<file path="src/rtl/alu_pkg.sv">
// Shared types, packet constants and the input-side CRC-4 for the ALU serial front end.
// Also used by the bench to build command packets.
package alu_pkg;

    typedef logic [10:0] packet_t;
    typedef logic [3:0]  in_crc_t;

    localparam logic PKT_DATA = 1'b0;
    localparam logic PKT_CMD  = 1'b1;

    localparam int unsigned FrameBytes = 8;
    localparam logic [3:0]  CntFull    = 4'd8;
    localparam logic [3:0]  CntOver    = 4'd9;

    typedef enum logic [1:0] {
        StIdle,
        StType,
        StPayload,
        StStop
    } rx_state_e;

    // Serial CRC-4 (x^4 + x + 1, init 0) over {a, b, 1'b1, op}, MSB first.
    function automatic in_crc_t calc_in_crc(input logic [31:0] a, input logic [31:0] b,
                                            input logic [2:0] op);
        logic [67:0] data;
        in_crc_t     crc;
        logic        fb;
        data = {a, b, 1'b1, op};
        crc  = '0;
        for (int i = 67; i >= 0; i--) begin
            fb  = crc[3] ^ data[i];
            crc = {crc[2:0], 1'b0} ^ {2'b00, fb, fb};
        end
        return crc;
    endfunction

endpackage

</file>
<file path="src/rtl/crc4_in.sv">
// Combinational CRC-4 of the received operands and operation.
module crc4_in
    import alu_pkg::*;
(
    input  logic [31:0] a_i,
    input  logic [31:0] b_i,
    input  logic [2:0]  op_i,
    output in_crc_t     crc_o
);

    assign crc_o = calc_in_crc(a_i, b_i, op_i);

endmodule

</file>
<file path="src/rtl/alu_in_deserializer.sv">
// Bit-level packet receiver and frame assembler: eight data bytes plus a command packet
// become A, B and op, checked for length, framing and CRC, reported with a one-cycle strobe.
module alu_in_deserializer
    import alu_pkg::*;
#(
    parameter logic IdleLevel = 1'b1
) (
    input  logic        clk_i,
    input  logic        rst_i,
    input  logic        sin_i,
    output logic        out_valid_o,
    output logic [31:0] a_o,
    output logic [31:0] b_o,
    output logic [2:0]  op_o,
    output logic        err_data_o,
    output logic        err_crc_o
);

    rx_state_e   state_q, state_d;
    logic        type_q, type_d;
    logic [7:0]  shift_q, shift_d;
    logic [2:0]  bit_cnt_q, bit_cnt_d;
    logic [3:0]  data_cnt_q, data_cnt_d;
    logic [31:0] a_q, a_d;
    logic [31:0] b_q, b_d;
    logic [2:0]  op_q, op_d;
    in_crc_t     rx_crc_q, rx_crc_d;
    logic        pend_q, pend_d;
    logic        pend_err_q, pend_err_d;
    logic        out_valid_q, out_valid_d;
    logic        err_data_q, err_data_d;
    logic        err_crc_q, err_crc_d;
    in_crc_t     calc_crc;

    crc4_in u_crc4_in (
        .a_i   (a_q),
        .b_i   (b_q),
        .op_i  (op_q),
        .crc_o (calc_crc)
    );

    always_comb begin
        state_d    = state_q;
        type_d     = type_q;
        shift_d    = shift_q;
        bit_cnt_d  = bit_cnt_q;
        data_cnt_d = data_cnt_q;
        a_d        = a_q;
        b_d        = b_q;
        op_d       = op_q;
        rx_crc_d   = rx_crc_q;
        pend_d     = 1'b0;
        pend_err_d = 1'b0;

        // Frame end is decided at the stop bit; the CRC is checked one cycle later, once
        // op has landed in its register, which puts the strobe at start edge + 11.
        out_valid_d = pend_q;
        err_data_d  = pend_q & pend_err_q;
        err_crc_d   = pend_q & ~pend_err_q & (rx_crc_q != calc_crc);

        unique case (state_q)
            StIdle: begin
                if (sin_i != IdleLevel) begin
                    state_d = StType;
                end
            end
            StType: begin
                type_d    = sin_i;
                bit_cnt_d = '0;
                state_d   = StPayload;
            end
            StPayload: begin
                shift_d   = {shift_q[6:0], sin_i};
                bit_cnt_d = bit_cnt_q + 3'd1;
                if (bit_cnt_q == 3'd7) begin
                    state_d = StStop;
                end
            end
            StStop: begin
                state_d = StIdle;
                if (!sin_i) begin
                    pend_d     = 1'b1;
                    pend_err_d = 1'b1;
                    data_cnt_d = '0;
                end else if (type_q == PKT_DATA) begin
                    // Slot k lands MSB-first: slots 0-3 fill A, slots 4-7 fill B.
                    if (data_cnt_q < 4'd4) begin
                        a_d[{~data_cnt_q[1:0], 3'b000} +: 8] = shift_q;
                    end else if (data_cnt_q < CntFull) begin
                        b_d[{~data_cnt_q[1:0], 3'b000} +: 8] = shift_q;
                    end
                    if (data_cnt_q != CntOver) begin
                        data_cnt_d = data_cnt_q + 4'd1;
                    end
                end else begin
                    op_d       = shift_q[6:4];
                    rx_crc_d   = shift_q[3:0];
                    pend_d     = 1'b1;
                    pend_err_d = (data_cnt_q != CntFull);
                    data_cnt_d = '0;
                end
            end
            default: state_d = StIdle;
        endcase
    end

    always_ff @(posedge clk_i) begin
        if (rst_i) begin
            state_q     <= StIdle;
            type_q      <= PKT_DATA;
            shift_q     <= '0;
            bit_cnt_q   <= '0;
            data_cnt_q  <= '0;
            a_q         <= '0;
            b_q         <= '0;
            op_q        <= '0;
            rx_crc_q    <= '0;
            pend_q      <= 1'b0;
            pend_err_q  <= 1'b0;
            out_valid_q <= 1'b0;
            err_data_q  <= 1'b0;
            err_crc_q   <= 1'b0;
        end else begin
            state_q     <= state_d;
            type_q      <= type_d;
            shift_q     <= shift_d;
            bit_cnt_q   <= bit_cnt_d;
            data_cnt_q  <= data_cnt_d;
            a_q         <= a_d;
            b_q         <= b_d;
            op_q        <= op_d;
            rx_crc_q    <= rx_crc_d;
            pend_q      <= pend_d;
            pend_err_q  <= pend_err_d;
            out_valid_q <= out_valid_d;
            err_data_q  <= err_data_d;
            err_crc_q   <= err_crc_d;
        end
    end

    assign out_valid_o = out_valid_q;
    assign err_data_o  = err_data_q;
    assign err_crc_o   = err_crc_q;
    assign a_o         = a_q;
    assign b_o         = b_q;
    assign op_o        = op_q;

endmodule
</file>
<file path="config.mk">
export PLATFORM = sky130hd
export DESIGN_NAME = alu_in_deserializer
export DESIGN_NICKNAME = d
export VERILOG_FILES = /design/src/rtl/alu_pkg.sv /design/src/rtl/crc4_in.sv /design/src/rtl/alu_in_deserializer.sv
export SDC_FILE = /design/constraint.sdc
export NUM_CORES = 1
export LEC_CHECK = 0
export CORE_MARGIN = 5
export CORE_UTILIZATION = 25
export CTS_BUF_LIST = sky130_fd_sc_hd__clkbuf_8
export DETAILED_ROUTE_END_ITERATION = 16
export MAX_ROUTING_LAYER = met4
export PLACE_DENSITY_LB_ADDON = 0.05
export SYNTH_ARGS = -nofsm -noshare
export SYNTH_HDL_FRONTEND = slang
export SYNTH_SLANG_ARGS = --single-unit
</file>
<file path="constraint.sdc">
create_clock -name clk_i -period 3.2 [get_ports clk_i]
set_clock_uncertainty 0.2 [all_clocks]
set_input_delay 0.64 -clock clk_i [delete_from_list [all_inputs] [get_ports clk_i]]
set_output_delay 0.64 -clock clk_i [all_outputs]
set_load 0.01 [all_outputs]
</file>
; Word-level counts from Yosys, hierarchy flattened
; Cells that the tools add are included.
[totals]
in_bits = 3
word_cells = 193
ff_bits = 94
[op_classes]
n_eq_ne = 10
n_reduce_logical = 8
magnitude_cmp = 2
addsub = 3
shift = 2
muxes = 13
bitwise_logic = 141
[op_table]
columns = op, n
row1 = 4-bit by 2-bit XOR with 4-bit output, 66
row2 = 32-bit bitwise mux, 2
row3 = 1-bit XOR, 64
row4 = 8-bit by 7-bit variable shift with 32-bit output (first input constant), 1
row5 = 8-bit by 7-bit indexed part select with 32-bit output, 1
row6 = 4-bit 2-to-1 mux, 3
row7 = 4-bit != test (second input constant), 2
row8 = 2-bit one-hot mux with 4 select lines, 1
row9 = 5-bit negator with 7-bit output, 1
row10 = 3-bit one-hot mux with 2 select lines, 1
row11 = 1-bit NOT, 5
row12 = 5-bit AND reduction, 1
row13 = 4-bit by 1-bit adder with 4-bit output (second input constant), 1
row14 = 2-bit equality test (second input constant), 2
row15 = 4-bit by 3-bit < comparator with 1-bit output (second input constant), 1
row16 = 4-bit < comparator (second input constant), 1
row17 = 1-bit 2-to-1 mux, 4
row18 = 2-bit 2-to-1 mux, 2
row19 = 2-bit != test (second input constant), 2
row20 = 4-bit != test, 1
row21 = 2-bit AND reduction, 2
row22 = 4-bit AND reduction, 1
row23 = 3-bit by 1-bit adder with 3-bit output (second input constant), 1
row24 = 1-bit bitwise AND, 3
row25 = other kinds (10), 10

; Depth between registers and ports, before layout
; Gate-level depths: netlist of the first run.
[logic_depth]
depth_word = 134
ltp_mapped = 10

; Modules after synthesis
; From an unflattened synthesis of the first run, not the netlist that was laid out.
[hier_totals]
hier_cells = 489
area_unflattened_um2 = 5097.4
[by_module_without_submodules]
columns = mod, area_per_inst_um2, cells_per_inst, instances
row1 = alu_in_deserializer, 3886.2, 398, 1
row2 = crc4_in, 1211.2, 91, 1

; Worst setup path after synthesis of the first run
; No wires, ideal clock.
[synth_timing]
path_kind = register -> register
startpoint = register a_q[21], in the netlist a_o[21]
endpoint = register err_crc_q, in the netlist err_crc_o
n_path_buf = 0
path_stages_with_launch = 11
setup_slack_ns = -0.306
period_less_slack_ns = 3.506
arrival_time_ns = 3.174
t_required_ns = 2.869
cell_sequence = dfxtp_1 -> xnor2_1 -> xnor3_1 -> xnor3_1 -> xnor2_2 -> xor2_2 -> xnor3_2 -> nand2b_1 -> mux4_2 -> nor3_1 -> o311ai_1
[synth_between]
elab_chain_cells = 80
[synth_rtl]
columns = item, line_no
row1 = start: declaration, alu_in_deserializer.sv:24  ; logic [31:0] a_q, a_d;
row2 = start signal: assignment, alu_in_deserializer.sv:114  ; a_q <= '0;
row3 = start signal: assignment, alu_in_deserializer.sv:129  ; a_q <= a_d;
row4 = 1-bit XOR *, alu_pkg.sv:31  ; fb = crc[3] ^ data[i];
row5 = 4-bit by 2-bit XOR with 4-bit output * (3 in a row), alu_pkg.sv:32  ; crc = {crc[2:0], 1'b0} ^ {2'b00, fb, fb};
row6 = 1-bit XOR, alu_pkg.sv:31
row7 = 4-bit by 2-bit XOR with 4-bit output * (3 in a row), alu_pkg.sv:32
row8 = 1-bit XOR, alu_pkg.sv:31
row9 = 4-bit by 2-bit XOR with 4-bit output * (3 in a row), alu_pkg.sv:32
row10 = 1-bit XOR, alu_pkg.sv:31
row11 = 4-bit by 2-bit XOR with 4-bit output * (3 in a row), alu_pkg.sv:32
row12 = (+52 left out), -
row13 = 1-bit XOR, alu_pkg.sv:31
row14 = 4-bit by 2-bit XOR with 4-bit output * (3 in a row), alu_pkg.sv:32
row15 = 1-bit NOT (no source line), -
row16 = 4-bit by 2-bit XOR with 4-bit output * (3 in a row), alu_pkg.sv:32
row17 = 1-bit XOR, alu_pkg.sv:31
row18 = 4-bit by 2-bit XOR with 4-bit output *, alu_pkg.sv:32
row19 = 4-bit != test *, alu_in_deserializer.sv:59  ; err_crc_d = pend_q & ~pend_err_q & (rx_crc_q != calc_crc);
row20 = 1-bit bitwise AND *, alu_in_deserializer.sv:59
row21 = end signal: assignment, alu_in_deserializer.sv:137  ; err_crc_q <= err_crc_d;
row22 = end: declaration, alu_in_deserializer.sv:32  ; logic err_crc_q, err_crc_d;
; Every way passes the cells marked *; elsewhere a longest branch is shown, timed or not.
; A chain may end at the register's enable or synchronous reset.

; Final worst setup path of the first run
[layout_timing]
startpoint = register a_q[12], in the netlist a_o[12]
endpoint = register err_crc_q, in the netlist err_crc_o
[layout_between]
elab_chain_cells = 68
[layout_rtl]
columns = item, line_no
row1 = 1-bit XOR *, alu_pkg.sv:31
row2 = 4-bit by 2-bit XOR with 4-bit output * (3 in a row), alu_pkg.sv:32
row3 = 1-bit XOR, alu_pkg.sv:31
row4 = 4-bit by 2-bit XOR with 4-bit output * (3 in a row), alu_pkg.sv:32
row5 = 1-bit XOR, alu_pkg.sv:31
row6 = 4-bit by 2-bit XOR with 4-bit output * (3 in a row), alu_pkg.sv:32
row7 = 1-bit XOR, alu_pkg.sv:31
row8 = 4-bit by 2-bit XOR with 4-bit output * (3 in a row), alu_pkg.sv:32
row9 = (+40 left out), -
row10 = 1-bit XOR, alu_pkg.sv:31
row11 = 4-bit by 2-bit XOR with 4-bit output * (3 in a row), alu_pkg.sv:32
row12 = 1-bit NOT (no source line), -
row13 = 4-bit by 2-bit XOR with 4-bit output * (3 in a row), alu_pkg.sv:32
row14 = 1-bit XOR, alu_pkg.sv:31
row15 = 4-bit by 2-bit XOR with 4-bit output *, alu_pkg.sv:32
row16 = 4-bit != test *, alu_in_deserializer.sv:59
row17 = 1-bit bitwise AND *, alu_in_deserializer.sv:59
; Marks and branches as above.

==> impl_metrics.yaml, run 1 <==
sta:
  layout_min_cycle_time_ns: 3.379
  worstMarginPinSlew_ns: 1.003
  finalSetupViolCount: 1
  fin_crit_sh: 1.056
  rsz0062_at_grt: "yes"
  final_max_slew_viol_count: 0
  fin_ws_ns: -0.1790
  max_slew_margin: 0.3314
  final_hold_viol_count: 0
  clock.fmax_mhz: 295.9
hold_path:
  hold_path.class: "in -> reg"
  hold-path-endpoint: "out_valid_o"
  hold_depth: 2
  min_from: "rst_i"
power:
  p_clk_frac: 0.408
  p_int_mw: 1.817
  finalPower_mw: 2.446
  seqPwrFrac: 0.500
  peakVddDrop_mv: 0.1817
  p_per_area_nw_per_um2: 367.5
  power_frac_comb: 0.093
  p_sw_frac: 0.2571
  p_leak_nw: 2.572
  p_sw_mw: 0.6288
placed_design:
  dp.cells: 947
  dp_hpwl_mm: 12.13
  place_ws_ns: -0.2377
  place_area_sq_um: 6320
  place.gp.congestion: 0.7979
  numPortBuffers: 72
logic_synthesis:
  synth_area_sq_um: 4801
  synth_ff_type: "dfxtp_1"
  async_flop_share: 0
  synth_cells: 568
  synth.avg_cell_area_sq_um: 8.452
  synth-seq-cells: 94
  yosys.cell_types.count: 36
  synth_edf_count: 0
  yosysSeqAreaShare: 0.3920
  syn_nets: 583
  yosys_warnings: 0
global_route:
  grt_pass1_wl_mm: 25.04
  gr-usage-met1: 0.2095
  busiest_layer: "met2"
  overflow: 0
  antenna_found_initial: 0
  gr-usage-all-layers: 0.1546
  grt_max_degree: 88
  grt_pass1_vias: 4315
  met2_usage: 0.2364
  grt_use_met3: 0.02224
final_layout:
  final_util: 0.3535
  fin_nets: 714
  postLayoutCellArea_sq_um: 6656
  nFillCells: 1996
  final_common_cell: "nor2_1"
  most-common-layout-cells: "nor2_1 (156), dfxtp_1 (86), clkdlybuf4s50_1 (71)"
  diodes: 0
  synthToLayoutAreaGrowth_pct: 38.65
  drive_gt1_frac: 0.1662
  stdcell_count: 964
routing:
  drtPass1Iterations: 4
  totalWireLength_mm: 16.31
  vias: 4163
  drc: 0
  ant_nets: 0
  via_per_inst: 4.318
  drt_iter0_markers: 193
  wl_per_cell_um: 16.92
critical_path:
  regToRegEndpoint: "err_crc_o"
  reg2reg_depth: 10
  r2r_slack_ns: -0.18
  cp-start-kind: "flip-flop"
  endpoint_kind: "flip-flop"
  crit_type: "reg -> reg"
  worst-endpoint-arrival_ns: 3.43
  critPathMaxFanout: 7
  cp_data_required_time_ns: 3.25
  worstReg2RegStart: "a_o[12]"
floorplan:
  core_sq_um: 18830
  die_h_um: 148.6
  dieArea_sq_um: 22070
  rows: 50
  num_io_pins: 73
  initial_core_util: 0.2550
  dieWidth_um: 148.6
clocking:
  holdBufCountCts: 0
  clockBufferDepth: 2
  cts_made_buffers: 9
  clkTransAtPathRegs_ns: 0.11
  cts_tree: "yes"
  cts_max_level: 3
  clockRootBuffer: "clkbuf_8"
  insertion_delay_ns: 0.39
  clock_sinks: 94
run_status:
  status: "finished, violations left"
  violations: "negative setup slack"
flow_run:
  drv_cap: 0
-- power by group through the flow --
stage	sequential, mW	clock (mW)	combinational (mW)
2_1_floorplan	1.24	0	0.163
3_3_place_gp	1.25	0	0.216
3_5_place_dp	1.25	0	0.227
5_1_grt	1.23	1.08	0.252
6_report	1.22	0.998	0.226
4_1_cts	1.22	1.03	0.228
-- cells in the mapped netlist, types with 2 or more instances --
| cell | count | share of area |
|---|---|---|
| a21oi_1 | 67 | 0.070 |
| a221oi_1 | 2 | 0.0036 |
| and2_1 | 2 | 0.0026 |
| and3_1 | 2 | 0.0026 |
| buf_1 | 2 | 0.0016 |
| clkbuf_1 | 20 | 0.016 |
| dfxtp_1 | 94 | 0.39 |
| ha_1 | 12 | 0.031 |
| inv_1 | 7 | 0.0055 |
| mux2i_1 | 20 | 0.042 |
| nand2_1 | 49 | 0.038 |
| nand2b_1 | 8 | 0.010 |
| nand3_1 | 5 | 0.0052 |
| nor2_1 | 156 | 0.12 |
| nor2b_1 | 2 | 0.0026 |
| nor3_1 | 4 | 0.0042 |
| o21ai_0 | 4 | 0.0042 |
| xnor2_1 | 70 | 0.13 |
| xnor3_1 | 11 | 0.052 |
| xor2_1 | 15 | 0.027 |
-- state kept, by name, summed over array words and instances (netlist names) --
| name | flops |
|---|---|
| type_q | 1 |
| out_valid_o | 1 |
| rx_crc_q | 4 |
| bit_cnt_q | 3 |
| err_crc_o | 1 |
| a_o | 32 |
| state_q | 2 |
| out_valid_d | 1 |
| b_o | 32 |
| data_cnt_q | 4 |
| shift_q | 8 |
| op_o | 3 |
| pend_err_q | 1 |
| err_data_o | 1 |
-- logic make-up (layout without fill, tap and decap cells) --
| kind of cell | Yosys count | after routing | synth area share |
|---|---|---|---|
| AOI/OAI and AO/OA | 77 | 77 | 0.08418 |
| buffers and inverters | 29 | 165 | 0.02268 |
| adders and majority gates | 12 | 12 | 0.03127 |
| muxes | 21 | 21 | 0.04639 |
| DFF | 94 | 94 | 0.3920 |
| xor gates and xnor gates | 100 | 100 | 0.2234 |
| and+or+nand+nor | 235 | 235 | 0.2002 |
-- worst max-delay path by stage --
stage	slack, ns	cells past startpoint	end	startpoint
6_report	-0.18	10	err_crc_o	a_o[12]
5_1_grt	-0.29	10	err_crc_o	a_o[12]
4_1_cts	-0.19	10	err_crc_o	a_o[12]
3_5_place_dp	-0.24	10	err_crc_o	a_o[21]
3_3_place_gp	-0.17	10	err_crc_o	a_o[21]
2_1_floorplan	-0.03	10	err_crc_o	a_o[12]
-- timing repair --
action / 4_1_cts / 5_1_grt
resized for setup: 10 / 7
gates cloned: 0 / 0
setup endpoints to repair: 1 / 1
pin swaps: 7 / 1
setup buffers: 0 / 1
-- stage by stage --
stage               hold WS, ns  TNS (ns)
detailed placement       0.2406   -0.2377
finish                   0.2381   -0.1790
floorplan                0.2305  -0.02606
global placement         0.2436   -0.1660
global route             0.2330   -0.2897
CTS                      0.2135   -0.1925
-- per-layer routing --
metal	share of wire	vias to the layer above
li1	-	2106
met1	0.49	1963
met2	0.45	77
met3	0.041	17
met4	0.017	0
met5	0	-
-- final cells by class --
cell class / instances / area, sq um / area share
sequential: 94 / 1892 / 0.2842
multi-input combinational: 445 / 2924 / 0.4393
tap: 260 / 325.3 / 0.04887
timing repair buffer: 142 / 1241 / 0.1865
inverter: 7 / 26.28 / 0.003947
clock inverter: 6 / 110.1 / 0.01654
clock buffer: 10 / 137.6 / 0.02068
-- worst max-delay path, cell delays in order (launching register included) --
cell and delay, ns:
dfxtp_2 0.35, xnor2_2 0.18, xnor3_1 0.36, xor2_1 0.16, xnor3_2 0.50, xnor2_2 0.19
xnor3_2 0.41, nand2b_1 0.16, mux4_2 0.47, nor3_2 0.12, o311ai_1 0.12
Note: power is estimated with default switching activity, not from simulation.
==> inputs of run 2 (changes only) <==
Settings changed: CORE_UTILIZATION 25 to 50.
==> run 2 against run 1 <==
Cell area fell by 5.1%. Register-to-register slack worse by 0.08 ns. Largest power group unchanged. Via count increased by 0.74%. Clock power fell by 22%. Clock-buffer cell count unchanged. Utilization increased by 33 points. Flip-flop and latch count did not move. First-iteration DRC count grew 12%. Total power is 9.4% lower. Combinational power fell by 3%. The flow still finishes with violations (negative setup slack).
==> impl_metrics.yaml, run 2 (synthesized netlist as in run 1, its figures left out) <==
final_layout:
  nFillCells: 779
  most-common-layout-cells: "nor2_1 (156), dfxtp_1 (87), clkdlybuf4s50_1 (71)"
  fin_nets: 694
  final_common_cell: "nor2_1"
  drive_gt1_frac: 0.1447
  diodes: 0
  seq_area_sq_um: 1891
  stdcell_count: 813
  synthToLayoutAreaGrowth_pct: 31.59
  multi_input_area_sq_um: 2950
critical_path:
  crit_path_start: "a_o[28]"
  worst-endpoint-arrival_ns: 3.51
  cp_num_buf_inv: 2
  worstReg2RegStart: "a_o[28]"
  endpoint_kind: "flip-flop"
  cp_data_required_time_ns: 3.24
  crit_chain: "buf_6, xor2_4, xnor2_2, xnor3_2, xnor2_2, xor2_2, xnor3_2, buf_4, mux2i_1, a221oi_1, o21ai_0, o311ai_2"
  cp.depth: 12
  slowest_stage: "xnor3_2"
  crit_type: "reg -> reg"
  r2r_slack_ns: -0.26
  reg2reg_depth: 12
  crit_path_max_incr_delay_ns: 0.49
  cp-start-kind: "flip-flop"
  critPathTopFamily: "XOR/XNOR gates"
  critPathMaxFanout: 7
clocking:
  clockBufferDepth: 2
  cts_tree: "yes"
  clkTransAtPathRegs_ns: 0.10
  holdBufCountCts: 0
  clockRootBuffer: "clkbuf_8"
  clock_sinks: 94
  cts_max_level: 3
  insertion_delay_ns: 0.38
  cts_made_buffers: 9
placed_design:
  dp.cells: 795
  place.gp.congestion: 0.8650
  dp_hpwl_mm: 9.670
  numPortBuffers: 72
  place_ws_ns: -0.1485
sta:
  clock.fmax_mhz: 288.8
  layout_min_cycle_time_ns: 3.463
  whs_ns: 0.2473
  fin_ws_ns: -0.2626
  finalSetupViolCount: 1
  fin_crit_sh: 1.082
  max_slew_margin: 0.3862
  rsz0062_at_grt: "yes"
  final_hold_viol_count: 0
  final_max_slew_viol_count: 0
  worstMarginPinSlew_ns: 0.9207
routing:
  via_per_inst: 5.159
  wl_per_cell_um: 16.37
  drtPass1Iterations: 5
  drt_iter0_markers: 217
  vias: 4194
  drc: 0
  totalWireLength_mm: 13.31
  ant_nets: 0
power:
  p_clk_frac: 0.350
  p_sw_frac: 0.2808
  p_sw_mw: 0.6221
  p_per_area_nw_per_um2: 350.7
  p_int_mw: 1.593
  seqPwrFrac: 0.551
  peakVddDrop_mv: 0.3406
  power_frac_comb: 0.099
  p_leak_nw: 2.453
global_route:
  overflow: 0
  grt_pass1_wl_mm: 20.98
  antenna_found_initial: 0
  grt_max_degree: 88
  grt_pass1_vias: 4060
  gr-usage-all-layers: 0.2396
floorplan:
  core_sq_um: 9284
  initial_core_util: 0.5171
  rows: 35
  dieWidth_um: 108.0
  dieArea_sq_um: 11660
  num_io_pins: 73
  die_h_um: 108.0
run_status:
  status: "finished, violations left"
  violations: "negative setup slack"
hold_path:
  min_from: "rst_i"
  hold_path.class: "in -> reg"
  hold_depth: 2
flow_run:
  drv_cap: 0
==> run 2: cell count changes in the layout (fill, tap and decap cells not counted), moves of 2 or more <==
cell	previous run	this run
buf_4	70	48
inv_6	0	2
bufinv_16	3	0
xor2_1	15	13
nand2b_4	0	2
buf_6	0	2
xnor2_2	12	9
nand2b_1	8	6
xnor2_1	58	61
==> run 2: worst paths after layout <==
check,endpoint
setup / recovery,err_crc_o
hold / removal,out_valid_o
setup reg to reg,err_crc_o
hold reg to reg,err_data_o
==> run 2: cell type report <==
type / count / share of cell area
clock inverters: 6 / 0.008318
flip-flops and latches: 94 / 0.2993
inverters: 7 / 0.004159
repair buffers: 122 / 0.1739
multi-input cells: 445 / 0.4670
well taps: 129 / 0.02555
clock buffers: 10 / 0.02179
==> run 2: routing by layer <==
metal,global-route usage,vias up,share of wire
li1,-,2078,-
met1,0.3098,1943,0.43
met4,0.06853,0,0.017
met5,-,-,0
met3,0.03881,23,0.079
met2,0.3899,150,0.48
==> run 2: power groups by stage <==
stage / Combinational, mW / Clock, mW / Sequential (mW)
global route: 0.242 / 0.840 / 1.23
floorplan: 0.163 / 0 / 1.24
detailed placement: 0.216 / 0 / 1.25
finish: 0.219 / 0.776 / 1.22
global placement: 0.208 / 0 / 1.25
CTS: 0.217 / 0.795 / 1.22
==> run 2: timing repair <==
| item | CTS | global route |
|---|---|---|
| pin swaps | 1 | 9 |
| setup buffers | 0 | 2 |
| resized for setup | 6 | 15 |
| endpoints found under the setup margin | 1 | 1 |
==> run 2: stage by stage <==
step	util	area [sq um]	total power, mW	setup TNS (ns)
after floorplan	-	4843	1.400	-0.02606
after global placement	0.6461	5998	1.454	-0.06295
after detailed placement	0.6461	5998	1.463	-0.1485
after CTS	0.6694	6215	2.232	-0.1253
after global routing	0.6805	6317	2.307	-0.3686
final	0.6805	6317	2.215	-0.2626
==> run 2: worst reg2reg max path, cell delays in order, from the launching register on <==
cell and delay, ns:
dfxtp_2 0.34, buf_6 0.13, xor2_4 0.18, xnor2_2 0.18
xnor3_2 0.49, xnor2_2 0.19, xor2_2 0.24, xnor3_2 0.44
buf_4 0.18, mux2i_1 0.22, a221oi_1 0.14, o21ai_0 0.26
o311ai_2 0.14
